File: src/rtl/brick_pkg.sv
// Shared types, sizing and the level pattern table for the brick map controller.
// The optional score feature is enabled by defining BRICK_SCORE_EN.
package brick_pkg;

    localparam int NUM_BRICKS = 64;
    localparam int COLS       = 8;

    localparam logic [15:0] HIT_SCORE  = 16'd1;
    localparam logic [15:0] KILL_SCORE = 16'd4;

    typedef enum logic {
        IDLE = 1'b0,
        LOAD = 1'b1
    } state_t;

    typedef logic [1:0] brick_t;

    // Initial hit count of brick idx for a given level (row 0 at the top).
    function automatic brick_t brick_pattern(input logic [1:0] level, input logic [5:0] idx);
        logic [2:0] row;
        logic [2:0] col;
        brick_t     val;
        row = idx[5:3];
        col = idx[2:0];
        val = 2'd0;
        case (level)
            2'd0: val = 2'd1;
            2'd1: val = (row < 3'd2) ? 2'd3 : ((row < 3'd4) ? 2'd2 : 2'd1);
            2'd2: val = (row[0] ^ col[0]) ? 2'd2 : 2'd0;
            2'd3: val = ((col == 3'd0) || (col == 3'd7)) ? 2'd3 : 2'd1;
            default: val = 2'd0;
        endcase
        return val;
    endfunction

    // 16-bit add that sticks at all-ones instead of wrapping.
    function automatic logic [15:0] sat_add16(input logic [15:0] a, input logic [15:0] b);
        logic [16:0] sum;
        sum = {1'b0, a} + {1'b0, b};
        return sum[16] ? 16'hFFFF : sum[15:0];
    endfunction

endpackage

File: src/rtl/brick_pattern_rom.sv
// Combinational lookup of a brick's starting hit count for the selected level.
module brick_pattern_rom
    import brick_pkg::*;
(
    input  logic [1:0] level,
    input  logic [5:0] idx,
    output logic [1:0] value
);

    // Pure table lookup; no state.
    assign value = brick_pattern(level, idx);

endmodule

File: src/rtl/brick_map_ctrl.sv
// Brick hit-count map owner: sequences level loads one entry per cycle,
// applies collision hits, tracks remaining bricks and flags level completion.
// Define BRICK_SCORE_EN to add the saturating score register and port.
//
// state | meaning
// IDLE  | map stable, hits accepted unless a load is requested this cycle
// LOAD  | writing pattern entries 0..63, one per cycle; hits and loads refused
module brick_map_ctrl
    import brick_pkg::*;
(
    input  logic       clk,
    input  logic       rst,
    input  logic       load_req,
    input  logic [1:0] level,
    input  logic       hit_valid,
    input  logic [5:0] hit_idx,
    output logic       hit_ready,
    output logic [1:0] brick [NUM_BRICKS-1:0],
    output logic [6:0] remaining,
    output logic       busy,
    output logic       level_clear
`ifdef BRICK_SCORE_EN
    ,
    output logic [15:0] score
`endif
);

    state_t      state;
    logic [1:0]  level_q;
    logic [5:0]  load_idx;
    logic [1:0]  pat_val;
    logic [1:0]  hit_entry;
    logic        hit_acc;

    brick_pattern_rom u_rom (
        .level (level_q),
        .idx   (load_idx),
        .value (pat_val)
    );

    // Load wins over a same-cycle hit, so readiness depends on load_req directly.
    assign hit_ready = (state == IDLE) && !load_req;
    assign hit_acc   = hit_valid && hit_ready;
    assign hit_entry = brick[hit_idx];

    // Sequencer FSM, map storage, remaining counter and completion pulse.
    always_ff @(posedge clk or posedge rst) begin
        if (rst) begin
            state       <= IDLE;
            level_q     <= 2'd0;
            load_idx    <= 6'd0;
            remaining   <= 7'd0;
            busy        <= 1'b0;
            level_clear <= 1'b0;
            for (int i = 0; i < NUM_BRICKS; i++) begin
                brick[i] <= 2'd0;
            end
        end else begin
            level_clear <= 1'b0;
            case (state)
                IDLE: begin
                    if (load_req) begin
                        state     <= LOAD;
                        busy      <= 1'b1;
                        level_q   <= level;
                        load_idx  <= 6'd0;
                        remaining <= 7'd0;
                    end else if (hit_acc) begin
                        if (hit_entry > 2'd1) begin
                            brick[hit_idx] <= hit_entry - 2'd1;
                        end else if (hit_entry == 2'd1) begin
                            brick[hit_idx] <= 2'd0;
                            remaining      <= remaining - 7'd1;
                            if (remaining == 7'd1) begin
                                level_clear <= 1'b1;
                            end
                        end
                    end
                end
                LOAD: begin
                    brick[load_idx] <= pat_val;
                    if (pat_val != 2'd0) begin
                        remaining <= remaining + 7'd1;
                    end
                    // Index wraps back to 0 after the last entry, ready for the next load.
                    load_idx <= load_idx + 6'd1;
                    if (load_idx == 6'(NUM_BRICKS - 1)) begin
                        state <= IDLE;
                        busy  <= 1'b0;
                    end
                end
                default: begin
                    state <= IDLE;
                    busy  <= 1'b0;
                end
            endcase
        end
    end

`ifdef BRICK_SCORE_EN
    // Score survives level loads; only reset clears it.
    always_ff @(posedge clk or posedge rst) begin
        if (rst) begin
            score <= 16'd0;
        end else if (hit_acc) begin
            if (hit_entry > 2'd1) begin
                score <= sat_add16(score, HIT_SCORE);
            end else if (hit_entry == 2'd1) begin
                score <= sat_add16(score, KILL_SCORE);
            end
        end
    end
`endif

endmodule

File: config.mk
export PLATFORM = sky130hd
export DESIGN_NAME = brick_map_ctrl
export DESIGN_NICKNAME = d
export VERILOG_FILES = /design/src/rtl/brick_pkg.sv /design/src/rtl/brick_pattern_rom.sv /design/src/rtl/brick_map_ctrl.sv
export SDC_FILE = /design/constraint.sdc
export NUM_CORES = 1
export LEC_CHECK = 0
export ABC_AREA = 1
export BUFFER_PORTS_ARGS = -buffer_cell sky130_fd_sc_hd__clkbuf_2
export CAP_MARGIN = 20
export CORE_ASPECT_RATIO = 1.25
export CORE_MARGIN = 2
export CORE_UTILIZATION = 40
export CTS_BUF_LIST = sky130_fd_sc_hd__clkbuf_2 sky130_fd_sc_hd__clkbuf_4 sky130_fd_sc_hd__clkbuf_8
export DETAILED_ROUTE_END_ITERATION = 8
export SLEW_MARGIN = 30
export SYNTH_ARGS = -nofsm -noshare
export SYNTH_HDL_FRONTEND = slang
export SYNTH_SLANG_ARGS = --single-unit
export TNS_END_PERCENT = 30
File: constraint.sdc
create_clock -name clk -period 5.9 [get_ports clk]
set_input_delay 0.295 -clock clk [delete_from_list [all_inputs] [get_ports clk]]
set_output_delay 0.295 -clock clk [all_outputs]
set_load 0.005 [all_outputs]
==> results.cfg <==
[critical_path]
cpMaxStageDelayCell = nand3_2
reg2reg_from = brick[23]$_DFFE_PP0P_
max_stage_delay_ns = 0.68
crit_required_ns = 6.35
crit_arrival_ns = 4.57
critPathLaunch = hit_idx[1]
crit_chain = clkbuf_2, inv_2, nor2_1, o211ai_1, nand2_1, o21ai_1, nand2_1, nor2_4, nand2_8, inv_1, ha_1, nand3_1, nand3_2, buf_12, nand3_1, nand2_1, nand2_1
reg2reg_slack_ns = 2.13
worstSetupPathType = input pin to flip-flop
path_common_cell = nand2_1
critPathCaptureType = flip-flop
path_buf_inv = 4
crit_family = simple AND/OR/NAND/NOR gates
worstPathMaxFanout = 47
startpoint_type = input pin

[power_and_ir_drop]
p_seq_share_pct = 30.8
comb_power_share_pct = 52.1
total_leakage_power_nw = 8.632
power_mw = 4.924
power_frac_clock_pct = 17.1
swShare_pct = 54.52
pwr_density_cell_nw_per_um2 = 320.1
peakVddDrop_v = 0.0003248
p_int_mw = 2.239
p_sw_mw = 2.685

[layout]
drive_above_1_share_pct = 7.949
fin_area_um2 = 15390
fin_nets = 2760
areaGrowthSynthToFinish_pct = 9.716
nFillCells = 3849
antenna_cells = 0

[cts]
h-tree-depth = 4
cts_root_buffer = clkbuf_8
tritoncts = yes
cts.sinks = 146
cts_buffers = 17
path_clk_slew_ns = 0.10
cts.path.max_buffers = 2
clk_latency_ns = 0.52
post_cts_resized = 0

[timing]
fin_crit_sh_pct = 69.74
whs_ns = 0.02907
finalSetupTns_ns = 0
setup_violations = 0
post-route-min-period_ns = 4.115
tightest_slew_ns = 1.087
fmax_mhz = 243.0
slew_headroom_pct = 27.45
drv_slew = 0
skew_ns = 0.01852
hold_violations = 0
rsz0062_at_grt = no

[min_path]
worstHoldPathType = input pin to flip-flop
hp-start = level[0]

[routing]
vias_per_cell = 5.425
vias = 17490
post_drt_wl_per_cell_um = 18.01
ant_nets = 0
route.detailed.drc = 0
drt_iter0_markers = 2112
dr.pass1.iters = 6
drt_wl_total_mm = 58.04

[place]
hpwl_mm = 37.09
place.port_buffers = 149
dpl-instance-area_um2 = 14980
gp_congestion = 0.9358

[global_routing]
gr-total-overflow = 0
grt_pass1_vias = 16190
antenna_found_initial = 1
grt_use_total_pct = 31.97
grt_pass1_wl_mm = 90.08
grt_max_degree = 85

[floorplanning]
die_x_um = 171.5
die_area_um2 = 36580
start_util_pct = 40.63
row_count = 76
ios = 150
core_area_um2 = 34520
die_h_um = 213.3

[synth]
syn_area_um2 = 14020
ys_types = 35
seq_area_frac_synth_pct = 26.05
ys_ff_latch = 146
avgSynthCellArea_um2 = 5.211
synthCells = 2691
yosys_warnings = 0
syn-num-nets = 2709

[job]
maxCapViolations = 0

[outcome]
status = completed
==> layout make-up <==
| cell class | instances | area [um^2] | area share (%) |
|---|---|---|---|
| repair buffers | 174 | 967.2 | 6.286 |
| multi-input cells | 2219 | 9091 | 59.09 |
| inverters | 184 | 698.2 | 4.538 |
| flip-flops and latches | 146 | 3657 | 23.77 |
| well taps | 468 | 585.6 | 3.806 |
| clock buffers | 19 | 261.5 | 1.700 |
| clock inverters | 13 | 125.1 | 0.8132 |
==> flip-flops by register name (all words and copies together), names as in the netlist <==
register	flops
brick	128
state	1
busy	1
remaining	7
level_q	2
load_idx	6
level_clear	1
==> cells in the mapped netlist (all sizes together) <==
cell type | n | area (um^2)
a21boi | 1 | 7.510
a21oi | 81 | 405.4
a22oi | 1 | 7.510
a31oi | 1 | 6.260
a32o | 1 | 10.01
buf | 73 | 376.6
clkbuf | 69 | 260.2
clkinv | 2 | 7.510
dfrtp | 146 | 3654
ha | 6 | 75.07
inv | 182 | 683.2
nand2 | 1459 | 5479
nand3 | 189 | 950.9
nand3b | 33 | 247.7
nand4 | 2 | 12.51
nor2 | 338 | 1274
nor3 | 17 | 85.08
nor4 | 2 | 12.51
o211ai | 5 | 37.54
o21ai | 77 | 385.4
o221ai | 1 | 8.760
o22ai | 1 | 6.260
o31ai | 1 | 7.510
or2 | 1 | 6.260
xnor2 | 1 | 8.760
xor2 | 1 | 8.760
==> layer usage <==
layer  wire length [um]  vias to the layer above  global-route usage (%)
met5                  0                        -                       0
met4               3181                        0                   18.94
met3               6032                      187                   6.054
met2              25800                      965                   49.92
met1              23020                     7973                   41.12
li1                   -                     8361                       -
==> metrics by stage <==
stage                     setup slack (ns)  instances  util, %
after CTS                            1.967       3223    44.56
after global placement               1.573       3189    43.38
final                                1.785       3223    44.57
after detailed placement             1.435       3189    43.38
after global routing                 1.568       3223    44.57
after floorplan                      1.682       2691        -
==> cell families (layout without fill, tap and decap cells) <==
logic type / count (synthesis) / after routing / share of synthesized area, %
AOI/OAI and AO/OA: 170 / 170 / 6.290
xor gates and xnor gates: 2 / 2 / 0.1249
and+or+nand+nor: 2041 / 2041 / 57.53
DFF: 146 / 146 / 26.05
adders and majority gates: 6 / 6 / 0.5353
buffers and inverters: 326 / 390 / 9.466
==> final timing paths <==
kind                                               end  depth (start not counted)
worst max-delay path             brick[53]$_DFFE_PP0P_                         17
worst min-delay path            level_q[0]$_DFFE_PP0P_                          3
worst max register to register   brick[90]$_DFFE_PP0P_                         16
worst min register to register   brick[35]$_DFFE_PP0P_                          2
max in group asynchronous        brick[53]$_DFFE_PP0P_                          4
min in group asynchronous        level_clear$_DFF_PP0_                          3
==> repair_timing <==
item	CTS	global route
hold endpoints to repair	78	0
setup buffers	0	0
hold buffers	2	0
==> power by group through the flow <==
stage / Clock [mW] / Combinational [mW] / Sequential, mW
6_report: 0.844 / 2.57 / 1.52
5_1_grt: 0.878 / 2.81 / 1.54
4_1_cts: 0.853 / 2.50 / 1.51
3_5_place_dp: 0 / 2.49 / 1.52
3_3_place_gp: 0 / 2.45 / 1.52
2_1_floorplan: 0 / 1.64 / 1.40
==> worst min-delay path, cell delays in order <==
cell and delay [ns]:
clkbuf_2 0.10, nand2_1 0.06, o21ai_0 0.07
==> cell usage in the layout (no fill, tap or decap), types with 4 or more instances in the layout <==
cell / instances
nand3_1: 187
o21ai_1: 8
inv_6: 6
nand3b_1: 33
inv_1: 176
nor3_1: 17
clkinvlp_4: 5
dfrtp_1: 145
o211ai_1: 5
clkbuf_8: 19
clkbuf_2: 149
buf_4: 20
nor2_1: 336
a21oi_1: 81
o21ai_0: 69
nand2_1: 1457
inv_2: 4
ha_1: 6
Power figures use the tool's default switching activity.
